`src/rtl/fft_agu_ctrl.sv`:
```
// Purpose : address-generation / sequencing controller for a radix-2 in-place ping-pong FFT.
// Latency : start sampled at edge 0 -> first butterfly at cycle 1; done at N_LOG2*(N/2+DRAIN_CYC)+1.
// Backpressure: none by default; with FFT_AGU_STALL_EN a stall input freezes issue in RUN/DRAIN.
//
// Optional feature macro: FFT_AGU_STALL_EN (adds the 'stall' input).
//
// Ports:
//   clk, rst           clock (rising edge), synchronous active-high reset
//   stall              (FFT_AGU_STALL_EN only) freeze issue/drain while high
//   start              begin an FFT, sampled only in IDLE
//   busy, done         busy in RUN/DRAIN; done is a one-cycle completion pulse
//   stage              current stage index
//   rd_addrA/rd_addrB  butterfly read addresses
//   twiddle_idx        twiddle ROM index
//   in_valid           addresses/twiddle valid this cycle
//   bank_sel           0: read RAM A / write RAM B, 1: read RAM B / write RAM A
module fft_agu_ctrl #(
    parameter int N_LOG2     = 10,
    parameter int BFU_LAT    = 3,
    parameter int RAM_RD_LAT = 1,
    parameter int DRAIN_CYC  = BFU_LAT + RAM_RD_LAT
) (
    input  logic              clk,
    input  logic              rst,
`ifdef FFT_AGU_STALL_EN
    input  logic              stall,
`endif
    input  logic              start,
    output logic              busy,
    output logic              done,
    output logic [N_LOG2-1:0] stage,
    output logic [N_LOG2-1:0] rd_addrA,
    output logic [N_LOG2-1:0] rd_addrB,
    output logic [N_LOG2-2:0] twiddle_idx,
    output logic              in_valid,
    output logic              bank_sel
);

    localparam logic [1:0] S_IDLE  = 2'd0;
    localparam logic [1:0] S_RUN   = 2'd1;
    localparam logic [1:0] S_DRAIN = 2'd2;
    localparam logic [1:0] S_DONE  = 2'd3;

    localparam int DCW     = (DRAIN_CYC > 1) ? $clog2(DRAIN_CYC + 1) : 1;
    localparam int ONE_INT = 1;
    localparam int LS_INT  = N_LOG2 - 1;
    localparam int DL_INT  = DRAIN_CYC - 1;

    localparam logic [N_LOG2-1:0] ONE        = ONE_INT[N_LOG2-1:0];
    localparam logic [N_LOG2-1:0] LAST_STAGE = LS_INT[N_LOG2-1:0];
    localparam logic [N_LOG2-1:0] HALF       = {1'b1, {(N_LOG2-1){1'b0}}};
    localparam logic [N_LOG2-2:0] ALL1_LO    = {(N_LOG2-1){1'b1}};
    localparam logic [DCW-1:0]    DCNT_ONE   = ONE_INT[DCW-1:0];
    localparam logic [DCW-1:0]    DRAIN_LAST = DL_INT[DCW-1:0];

    logic [1:0]        state;
    // k is the index of the next butterfly to issue; it reaches N/2 once the
    // stage's last butterfly has gone out, hence the extra bit.
    logic [N_LOG2-1:0] k;
    logic [DCW-1:0]    dcnt;
    logic              hold;

`ifdef FFT_AGU_STALL_EN
    assign hold = stall;
`else
    assign hold = 1'b0;
`endif

    // Address of the butterfly that would be issued at the coming edge.
    // From IDLE that is stage 0/k 0, from DRAIN it is the next stage's k 0.
    logic [N_LOG2-1:0] iss_stage;
    logic [N_LOG2-1:0] iss_k;
    logic [N_LOG2-2:0] mask_lo;
    logic [N_LOG2-1:0] nxt_a;
    logic [N_LOG2-1:0] nxt_b;
    logic [N_LOG2-2:0] nxt_tw;

    always_comb begin
        iss_stage = stage;
        iss_k     = k;
        if (state == S_DRAIN) begin
            iss_stage = stage + ONE;
            iss_k     = '0;
        end else if (state != S_RUN) begin
            iss_stage = '0;
            iss_k     = '0;
        end
        // mask_lo = span-1; span never exceeds N/2 so it fits in N_LOG2-1 bits.
        mask_lo = ~(ALL1_LO << iss_stage);
        // Insert a zero at bit position 'stage' of k to get address A; B sets that bit.
        nxt_a   = ((iss_k >> iss_stage) << (iss_stage + ONE))
                | {1'b0, iss_k[N_LOG2-2:0] & mask_lo};
        nxt_b   = nxt_a | (ONE << iss_stage);
        nxt_tw  = (iss_k[N_LOG2-2:0] & mask_lo) << (LAST_STAGE - iss_stage);
    end

    always_ff @(posedge clk) begin
        if (rst) begin
            state       <= S_IDLE;
            k           <= '0;
            dcnt        <= '0;
            busy        <= 1'b0;
            done        <= 1'b0;
            in_valid    <= 1'b0;
            stage       <= '0;
            bank_sel    <= 1'b0;
            rd_addrA    <= '0;
            rd_addrB    <= '0;
            twiddle_idx <= '0;
        end else begin
            done <= 1'b0;
            case (state)
                S_IDLE: begin
                    // stage/bank_sel hold so the finished result bank stays addressable
                    if (start) begin
                        state       <= S_RUN;
                        stage       <= '0;
                        bank_sel    <= 1'b0;
                        busy        <= 1'b1;
                        in_valid    <= 1'b1;
                        rd_addrA    <= nxt_a;
                        rd_addrB    <= nxt_b;
                        twiddle_idx <= nxt_tw;
                        k           <= ONE;
                    end
                end
                S_RUN: begin
                    if (hold) begin
                        // addresses keep their last value; only the valid drops
                        in_valid <= 1'b0;
                    end else if (k == HALF) begin
                        state       <= S_DRAIN;
                        in_valid    <= 1'b0;
                        rd_addrA    <= '0;
                        rd_addrB    <= '0;
                        twiddle_idx <= '0;
                        dcnt        <= '0;
                    end else begin
                        in_valid    <= 1'b1;
                        rd_addrA    <= nxt_a;
                        rd_addrB    <= nxt_b;
                        twiddle_idx <= nxt_tw;
                        k           <= k + ONE;
                    end
                end
                S_DRAIN: begin
                    if (!hold) begin
                        if (dcnt == DRAIN_LAST) begin
                            if (stage == LAST_STAGE) begin
                                state <= S_DONE;
                                busy  <= 1'b0;
                                done  <= 1'b1;
                            end else begin
                                // next stage's first butterfly goes out on this edge
                                state       <= S_RUN;
                                stage       <= stage + ONE;
                                bank_sel    <= ~bank_sel;
                                in_valid    <= 1'b1;
                                rd_addrA    <= nxt_a;
                                rd_addrB    <= nxt_b;
                                twiddle_idx <= nxt_tw;
                                k           <= ONE;
                            end
                        end else begin
                            dcnt <= dcnt + DCNT_ONE;
                        end
                    end
                end
                S_DONE: begin
                    state <= S_IDLE;
                end
                default: begin
                    state <= S_IDLE;
                end
            endcase
        end
    end

endmodule

```
`config.mk`:
```
export PLATFORM = sky130hd
export DESIGN_NAME = fft_agu_ctrl
export DESIGN_NICKNAME = d
export VERILOG_FILES = /design/src/rtl/fft_agu_ctrl.sv
export SDC_FILE = /design/constraint.sdc
export NUM_CORES = 1
export LEC_CHECK = 0
export CORE_MARGIN = 4
export CORE_UTILIZATION = 60
export CTS_CLUSTER_SIZE = 30
export DETAILED_ROUTE_END_ITERATION = 7
export PLACE_DENSITY = 0.94
export RECOVER_POWER = 25
export SLEW_MARGIN = 20
export SYNTH_ARGS = -nofsm -noshare
export SYNTH_HDL_FRONTEND = slang
export SYNTH_SLANG_ARGS = --single-unit
export TNS_END_PERCENT = 100
```
`constraint.sdc`:
```
create_clock -name clk -period 6.1 [get_ports clk]
set_input_delay 1.83 -clock clk [delete_from_list [all_inputs] [get_ports clk]]
set_output_delay 1.83 -clock clk [all_outputs]
set_load 0.01 [all_outputs]
```
==> out/qor.txt, run 1 <==
post-synth net total: 581
via count: 4840
Reg clk slew, reported paths: 70 ps
row count: 30
CP Max Fanout: 22
CTS Sinks: 58
max-slew violation count: 0
htree depth: 3
cts hold-fix bufs: 0
P_sw: 0.226 mW
Die Area: 0.00869 mm²
worst rel slew slack: 0.00204
PortBufs: 45
area grow syn2layout: 12.6%
Max Freq: 222 MHz
Clock Path Buffers: 2
pwr/cell area: 166 mW/mm²
1st-iter DRT viols: 777
ys async rst share: 0
nets: 592
Crit. End Element: flop
largest net degree at the start of global routing: 33
Synth Register Bits: 58
Synth Warn #: 0
Static Leakage: 1.65 nW
most frequent cells in the layout: nand2_1 (64), nor2_1 (63), dfxtp_1 (58), clkdlybuf4s50_1 (27), a21oi_1 (26)
Max Cap Viol: 1
Worst EP required: 6350 ps
critical path's slowest cell: and2_1
Worst setup SP type: primary input
commonest non-fill, non-tap cell in the layout: nand2_1
GRT Total Usage: 0.328
Starting Density: 0.631
final period utilization: 0.737
hpwl dp: 10.1 mm
design internal power: 0.589 mW
antenna violations before repair: 1
Cell Area, Synth: 0.00436 mm²
Clock Power Share: 0.446
first-pass GRT wire length: 22.6 mm
failing checks: capacitance limit
Clk Tree Root Cell: clkbuf_8
Cells after Synth: 569
delay-heaviest family, CP: simple AND/OR/NAND/NOR gates
status: complete, but fails checks
syn avg cell area: 7.66 µm²
HP Class: flop to flop
DRT Wirelength: 14.3 mm
post-route cell area: 0.00491 mm²
Die Span Y: 93.2 µm
placer congestion estimate: 1.03
EDFF count, synth: 0
CTS tree: built
switching power share of the total: 0.277
global route overflow: 0
crit-path max cell delay: 770 ps
clk_lat worst skew: 350 ps
Final Setup Violations: 0
Die W: 93.2 µm
post-layout min period: 4500 ps
Via density: 7.10
vias in the first global route: 4436
total CTS buffers: 9
# IOs: 46
Crit Path Class: primary input to flop
share of layout cells above drive strength 1: 0.0769
RSZ-0062 raised after global routing: no
combinational power share: 0.080
Worst Tran Pin Value: 1500 ps
Cell variety after synth: 83
drt drc: 0
Final Hold Viols: 0
setup bufs post-CTS: 0
CP arrival: 4740 ps
Top FF cell, synth: dfxtp_1
post_cts resized: 0
area post-placement: 0.00471 mm²
worst path cell trace: dlygate4sd3_1 -> o21ai_0 -> and2_1 -> nor2_1 -> nand2_1 -> nor3_1 -> o211ai_1 -> o41ai_1 -> a22o_1
setup_tns: 0 ps
Post-DRT Antenna Nets: 0
Worst Skew: 7.01 ps
Routed wire per std cell: 21.0 µm
crit path buf inv count: 1
post-synthesis sequential area ratio: 0.266
hold slack: 450 ps
sequential power share: 0.474
Worst VDD drop: 0.0988 mV
DRT Pass-1 Iters: 6
core area: 0.00691 mm²
path summary, 6_finish.rpt:
check                                               from                          end  slack, ps  cells after the start
worst max-delay path                               start  twiddle_idx[8]$_SDFFE_PP0P_       1600                      9
worst min-delay path            rd_addrA[5]$_SDFFE_PP0P_     rd_addrA[5]$_SDFFE_PP0P_        450                      1
worst max register to register     state[1]$_SDFFE_PP0P_     rd_addrA[8]$_SDFFE_PP0P_       1660                     11
worst min register to register  rd_addrA[5]$_SDFFE_PP0P_     rd_addrA[5]$_SDFFE_PP0P_        450                      1
final cells by class:
class                   count  area, µm²
clock inverters             6       67.6
clock buffers              10        128
diodes                      1       2.50
inverters                  10       37.5
repair buffers             48        469
fillers                   596       2000
flip-flops and latches     58       1160
multi-input cells         453       2920
well taps                  96        120
sequential cells by signal, indices dropped and copies added (netlist names), 2 cells and up:
name / cells
state: 2
twiddle_idx: 9
rd_addrA: 10
dcnt: 3
stage: 10
k: 10
rd_addrB: 10
kinds of logic (layout without fill, tap and decap cells):
kind of cell,count (synthesis),in the layout,share of synthesized area
and+or+nand+nor,249,249,0.291
AOI/OAI and AO/OA,156,156,0.264
DFF,58,58,0.266
buffers and inverters,58,74,0.0632
xor gates and xnor gates,20,20,0.0402
muxes,19,19,0.0502
adders and majority gates,9,9,0.0258
other,0,1,0
metal layers:
metal	up-vias	global-route usage	part of all wire
li1	2147	-	-
met1	2227	0.421	0.39
met2	377	0.501	0.44
met3	87	0.0925	0.12
met4	2	0.154	0.043
met5	-	0.0577	0.0034
synth_stat cells (4+ instances only):
cell      instances  share of area
nand3_1          22          0.025
ha_1              9          0.026
o31ai_1           4         0.0069
o21ai_0          15          0.017
buf_6             5          0.013
a21oi_2           4         0.0080
or4_1             5         0.0086
buf_2             9          0.010
nand2_1          64          0.055
clkbuf_1         31          0.027
mux2i_1          14          0.032
a211oi_1          7          0.012
or3_1             7          0.010
dfxtp_1          58           0.27
o211ai_1          7          0.012
nor2b_1           5         0.0072
o22ai_1           5         0.0072
a22oi_1          10          0.017
xnor2_1          10          0.020
a31oi_1          12          0.017
a21oi_1          26          0.030
o21ai_1           8         0.0092
xor2_1           10          0.020
inv_1             9         0.0078
nand4_1          14          0.020
nor4_1            7          0.010
a32oi_1          10          0.020
nor3_1           19          0.022
nor2_1           63          0.054
and3_1            8          0.011
nand2b_1          5         0.0072
nand3b_1          5         0.0086
and2_1            4         0.0057
power by group through the flow:
stage | combinational [mW] | clock (mW) | sequential [mW]
floorplan | 0.0404 | 0 | 0.396
global placement | 0.0621 | 0 | 0.395
detailed placement | 0.0630 | 0 | 0.395
CTS | 0.0638 | 0.366 | 0.386
global route | 0.0695 | 0.383 | 0.387
finish | 0.0654 | 0.364 | 0.387
stage by stage:
stage           util  cells  power (mW)  setup WS [ps]
6_report       0.711    682       0.816           1600
5_1_grt        0.711    682       0.840           1410
4_1_cts        0.711    681       0.817           1810
3_5_place_dp   0.682    665       0.458           1550
3_3_place_gp   0.682    665       0.457           1650
2_1_floorplan      -    569       0.436           2820
(Power assumes the default switching activity.)
==> inputs of run 2 (changes only) <==
--- a/config.mk
+++ b/config.mk
@@ -6,10 +6,10 @@
 export NUM_CORES = 1
 export LEC_CHECK = 0
 export CORE_MARGIN = 4
-export CORE_UTILIZATION = 60
+export CORE_UTILIZATION = 52
 export CTS_CLUSTER_SIZE = 30
 export DETAILED_ROUTE_END_ITERATION = 7
-export PLACE_DENSITY = 0.94
+export PLACE_DENSITY = 0.87
 export RECOVER_POWER = 25
 export SLEW_MARGIN = 20
 export SYNTH_ARGS = -nofsm -noshare
==> constraint.sdc (replaced) <==
create_clock -name clk -period 3.6 [get_ports clk]
set_input_delay 1.08 -clock clk [delete_from_list [all_inputs] [get_ports clk]]
set_output_delay 1.08 -clock clk [all_outputs]
set_load 0.01 [all_outputs]
==> out/qor.txt, run 2 (synthesized netlist as in run 1, its figures left out) <==
GRT Total Usage: 0.315 (-0.0135)
hpwl dp: 11.4 mm (+12%)
DRT Wirelength: 15.4 mm (+7.9%)
Post-DRT Antenna Nets: 0 (unchanged)
PortBufs: 45 (unchanged)
Crit. End Element: flop
Worst VDD drop: 0.149 mV (+51%)
Routed wire per std cell: 21.3 µm (+1.7%)
via count: 4888 (+0.99%)
Clock Power Share: 0.419 (-0.027)
vias in the first global route: 4581 (+3.3%)
Crit Path Class: flop to flop
DRT Pass-1 Iters: 6 (unchanged)
placed cells: 705 (+6.0%)
1st-iter DRT viols: 562 (-28%)
Via density: 6.75 (-4.9%)
CP arrival: 3700 ps (-1040 ps)
antenna violations before repair: 0 (-1)
Die Area: 0.00991 mm² (+14%)
most frequent cells in the layout: nand2_1 (64), nor2_1 (62), dfxtp_1 (58), buf_4 (37), clkdlybuf4s50_1 (27)
final period utilization: 0.953
cts hold-fix bufs: 0 (unchanged)
design internal power: 0.966 mW (+64%)
Fill cells: 756 (+27%)
HP Class: flop to flop
core area: 0.00818 mm² (+18%)
Die Span Y: 99.5 µm (+6.8%)
overall power: 1.34 mW (+64%)
P_sw: 0.374 mW (+65%)
Max Freq: 292 MHz
clk_lat worst skew: 360 ps (about the same)
Reg area: 0.00116 mm² (unchanged)
area of the multi-input gates: 0.00292 mm² (about the same)
largest net degree at the start of global routing: 27 (-18%)
nets: 627 (+5.9%)
# IOs: 46 (unchanged)
Worst EP required: 3870 ps (-2480 ps)
share of layout cells above drive strength 1: 0.129 (+0.0523)
global route overflow: 0 (unchanged)
status: finished, final reports clean
Max Cap Viol: 0 (-1)
sequential power share: 0.488 (+0.014)
worst rel slew slack: 0.489 (+0.487)
max-slew violation count: 0 (unchanged)
setup_tns: 0 ps (unchanged)
Starting Density: 0.533 (-0.0979)
antenna diode count: 0 (-1)
Reg clk slew, reported paths: 70 ps (about the same)
Static Leakage: 1.82 nW (+11%)
FF-to-FF path depth: 11 (unchanged)
Worst setup SP type: flop
switching power share of the total: 0.279 (+0.00143)
row count: 33 (+10%)
Worst Tran Pin Value: 761 ps (-736 ps)
drt drc: 0 (unchanged)
Place WS: 190 ps (-1360 ps)
Clock Path Buffers: 2 (unchanged)
CP Max Fanout: 17 (-23%)
placer congestion estimate: 1.11 (+7.9%)
Clk Tree Root Cell: clkbuf_8
Final Hold Viols: 0 (unchanged)
area grow syn2layout: 18.3%
hold path depth: 2 (+1)
Final Setup Violations: 0 (unchanged)
Worst Skew: 11.9 ps (+4.92 ps)
RSZ-0062 raised after global routing: no
Die W: 99.5 µm (+6.8%)
first-pass GRT wire length: 24.7 mm (+9.2%)
final worst-path setup slack: 170 ps (-1430 ps)
total CTS buffers: 9 (unchanged)
post-layout min period: 3430 ps
combinational power share: 0.093 (+0.013)
commonest non-fill, non-tap cell in the layout: nand2_1
Finished Layout Cells: 724 (+6.2%)
pwr/cell area: 260 mW/mm² (+56%)
CTS Sinks: 58 (unchanged)
htree depth: 3 (unchanged)
CTS tree: built
[run 2: cell types whose count changed in the layout (fill, tap and decap cells not counted), sizes merged]
| cell | before | now |
|---|---|---|
| buf | 2 | 37 |
| clkbuf | 11 | 13 |
| clkinvlp | 2 | 0 |
| bufinv | 1 | 0 |
| diode | 1 | 0 |
[run 2: critical path, cell delays in order (launching register included)]
cell,delay (ps)
dfxtp_1,510
and2b_1,490
buf_4,300
nand2_1,70
nand3_1,150
or4_4,530
o41ai_1,420
buf_4,170
a31oi_1,80
o22ai_1,220
a31oi_1,150
a211oi_2,250
[run 2: power groups by stage]
stage          Clock, mW  Sequential [mW]  Combinational [mW]
3_5_place_dp           0            0.669               0.122
2_1_floorplan          0            0.671              0.0684
5_1_grt            0.595            0.655               0.131
4_1_cts            0.561            0.655               0.123
3_3_place_gp           0            0.669               0.121
6_report           0.561            0.655               0.124
[run 2: worst paths after layout]
| path | startpoint | to | slack, ps |
|---|---|---|---|
| worst max-delay path | state[1]$_SDFFE_PP0P_ | rd_addrA[8]$_SDFFE_PP0P_ | 170 |
| worst min register to register | rd_addrA[7]$_SDFFE_PP0P_ | rd_addrA[7]$_SDFFE_PP0P_ | 450 |
| worst max register to register | state[1]$_SDFFE_PP0P_ | rd_addrA[8]$_SDFFE_PP0P_ | 170 |
| worst min-delay path | rd_addrA[7]$_SDFFE_PP0P_ | rd_addrA[7]$_SDFFE_PP0P_ | 450 |
[run 2: per-stage QoR]
stage	instance area, µm²	utilization	hold WS (ps)
final	5160	0.631	449
after detailed placement	4960	0.606	445
after CTS	5130	0.627	456
after global routing	5160	0.631	473
after global placement	4960	0.606	442
after floorplan	4360	-	452
[run 2: layer usage]
layer / up-vias / track usage / routed length [µm]
li1: 2216 / - / -
met4: 0 / 0.145 / 748
met2: 304 / 0.513 / 7060
met1: 2298 / 0.395 / 6260
met5: - / 0 / 0
met3: 70 / 0.0708 / 1350
[run 2: timing repair]
item,in CTS,in global routing
gates resized for setup,0,1
setup buffers,0,4
endpoints found under the setup margin,0,3
[run 2: layout make-up]
class / instances / share of cell area
Clock buffer: 12 / 0.0301
Clock inverter: 3 / 0.00291
Tap cell: 105 / 0.0255
Inverter: 10 / 0.00728
Sequential cell: 58 / 0.225
Multi-Input combinational cell: 453 / 0.567
Timing Repair Buffer: 83 / 0.142
==> inputs of run 3 (changes only) <==
==> constraint.sdc (replaced) <==
create_clock -name clk -period 2.95 [get_ports clk]
set_input_delay 0.885 -clock clk [delete_from_list [all_inputs] [get_ports clk]]
set_output_delay 0.885 -clock clk [all_outputs]
set_load 0.01 [all_outputs]
==> out/qor.txt, run 3 (synthesized netlist as in run 1, its figures left out) <==
status: finished, final reports clean
CP Max Fanout: 8 (-9)
commonest non-fill, non-tap cell in the layout: buf_4
DRT Pass-1 Iters: 6 (unchanged)
Die Span Y: 99.5 µm (unchanged)
Clock Path Buffers: 2 (unchanged)
final cell utilization of the core: 0.704 (+0.0730)
Worst EP required: 3220 ps (-650 ps)
PortBufs: 45 (unchanged)
CP arrival: 3180 ps (-520 ps)
pwr/cell area: 306 mW/mm² (+18%)
Worst Tran Pin Value: 651 ps (-109 ps)
Static Leakage: 2.03 nW (+12%)
placer congestion estimate: 1.01 (-9.3%)
Crit. End Element: flop
HP Class: flop to flop
core area: 0.00818 mm² (unchanged)
global route overflow: 0 (unchanged)
CTS tree: built
GRT Total Usage: 0.333 (+0.0184)
hpwl dp: 12.3 mm (+7.8%)
Clk Tree Root Cell: clkbuf_8
final period utilization: 0.988 (+0.0356)
antenna violations before repair: 0 (unchanged)
Worst Skew: 10.1 ps (-1.86 ps)
worst rel slew slack: 0.563 (+0.0736)
row count: 33 (unchanged)
Starting Density: 0.533 (unchanged)
Worst VDD drop: 0.195 mV (+31%)
Max Cap Viol: 0 (unchanged)
Post-DRT Antenna Nets: 0 (unchanged)
Via density: 6.65 (-1.6%)
largest net degree at the start of global routing: 23 (-15%)
clk_lat worst skew: 350 ps (about the same)
total CTS buffers: 9 (unchanged)
cts hold-fix bufs: 0 (unchanged)
htree depth: 3 (unchanged)
Die W: 99.5 µm (unchanged)
final worst-path setup slack: 34.4 ps (-136 ps)
vias in the first global route: 4953 (+8.1%)
first-pass GRT wire length: 26.2 mm (+6.1%)
Reg clk slew, reported paths: 70 ps (about the same)
Final Hold Viols: 0 (unchanged)
Place WS: -75.1 ps (-265 ps)
nets: 670 (+6.9%)
antenna diode count: 0 (unchanged)
1st-iter DRT viols: 603 (+7.3%)
RSZ-0062 raised after global routing: yes
Routed wire per std cell: 21.7 µm (+1.6%)
most frequent cells in the layout: buf_4 (78), nand2_1 (64), nor2_1 (60), dfxtp_1 (51), clkdlybuf4s50_1 (45)
DRT Wirelength: 16.6 mm (+7.8%)
Crit Path Class: flop to flop
hold slack: 461 ps (+12.2 ps)
post-layout min period: 2920 ps (-514 ps)
Max Freq: 343 MHz (+18%)
drt drc: 0 (unchanged)
# IOs: 46 (unchanged)
Fill cells: 677 (-10%)
max-slew violation count: 0 (unchanged)
overall power: 1.76 mW (+31%)
Die Area: 0.00991 mm² (unchanged)
CTS Sinks: 58 (unchanged)
via count: 5104 (+4.4%)
area grow syn2layout: 32.0%
Worst setup SP type: flop
Final Setup Violations: 0 (unchanged)
share of layout cells above drive strength 1: 0.241 (+0.112)
## run 3: repair_timing
item	CTS	global route
pin swaps	0	10
endpoints found under the setup margin	9	28
resized for setup	6	42
setup buffers	0	5
gates cloned	0	0
## run 3: path summary, 6_finish.rpt
check / start / to / slack [ps] / cells past startpoint
max: stage[1]$_SDFFE_PP0P_ / rd_addrA[8]$_SDFFE_PP0P_ / 30 / 11
max reg2reg: stage[1]$_SDFFE_PP0P_ / rd_addrA[8]$_SDFFE_PP0P_ / 30 / 11
min reg2reg: rd_addrA[0]$_SDFFE_PP0P_ / rd_addrA[0]$_SDFFE_PP0P_ / 460 / 2
min: rd_addrA[0]$_SDFFE_PP0P_ / rd_addrA[0]$_SDFFE_PP0P_ / 460 / 2
## run 3: critical path, stage by stage, from the launching register on
cell and delay (ps):
dfxtp_4 370, ha_2 210, nand3_4 130, o211ai_1 200, nand3_1 130, or4_4 600, o41ai_4 360, buf_4 170
a31oi_2 50, o22ai_1 200, a31oi_1 170, a211oi_2 240
## run 3: final cells by class
cell class / instances / area, µm² / share of cell area
Clock buffer: 12 / 155 / 0.0270
Sequential cell: 58 / 1170 / 0.204
Tap cell: 105 / 131 / 0.0228
Clock inverter: 4 / 50.0 / 0.00870
Timing Repair Buffer: 126 / 1080 / 0.188
Inverter: 10 / 37.5 / 0.00652
Multi-Input combinational cell: 453 / 3120 / 0.543
## run 3: per-stage QoR
stage / setup TNS (ps) / instance area (µm²) / instances
2_1_floorplan: 0 / 4370 / 569
3_3_place_gp: -132 / 5280 / 747
3_5_place_dp: -77.1 / 5280 / 747
4_1_cts: 0 / 5510 / 763
5_1_grt: -291 / 5750 / 768
6_report: 0 / 5750 / 768
## run 3: per-layer routing
| layer | track usage | wire length (µm) | vias up | share of wire |
|---|---|---|---|---|
| met2 | 0.555 | 7670 | 322 | 0.46 |
| met5 | 0 | 0 | - | 0 |
| li1 | - | - | 2306 | - |
| met4 | 0.148 | 956 | 0 | 0.057 |
| met3 | 0.0757 | 1400 | 77 | 0.084 |
| met1 | 0.410 | 6600 | 2399 | 0.40 |
## run 3: report_power, final
group | switching [mW] | internal [mW]
combinational | 0.110 | 0.0606
clock | 0.349 | 0.435
sequential | 0.0117 | 0.791
total | 0.471 | 1.29
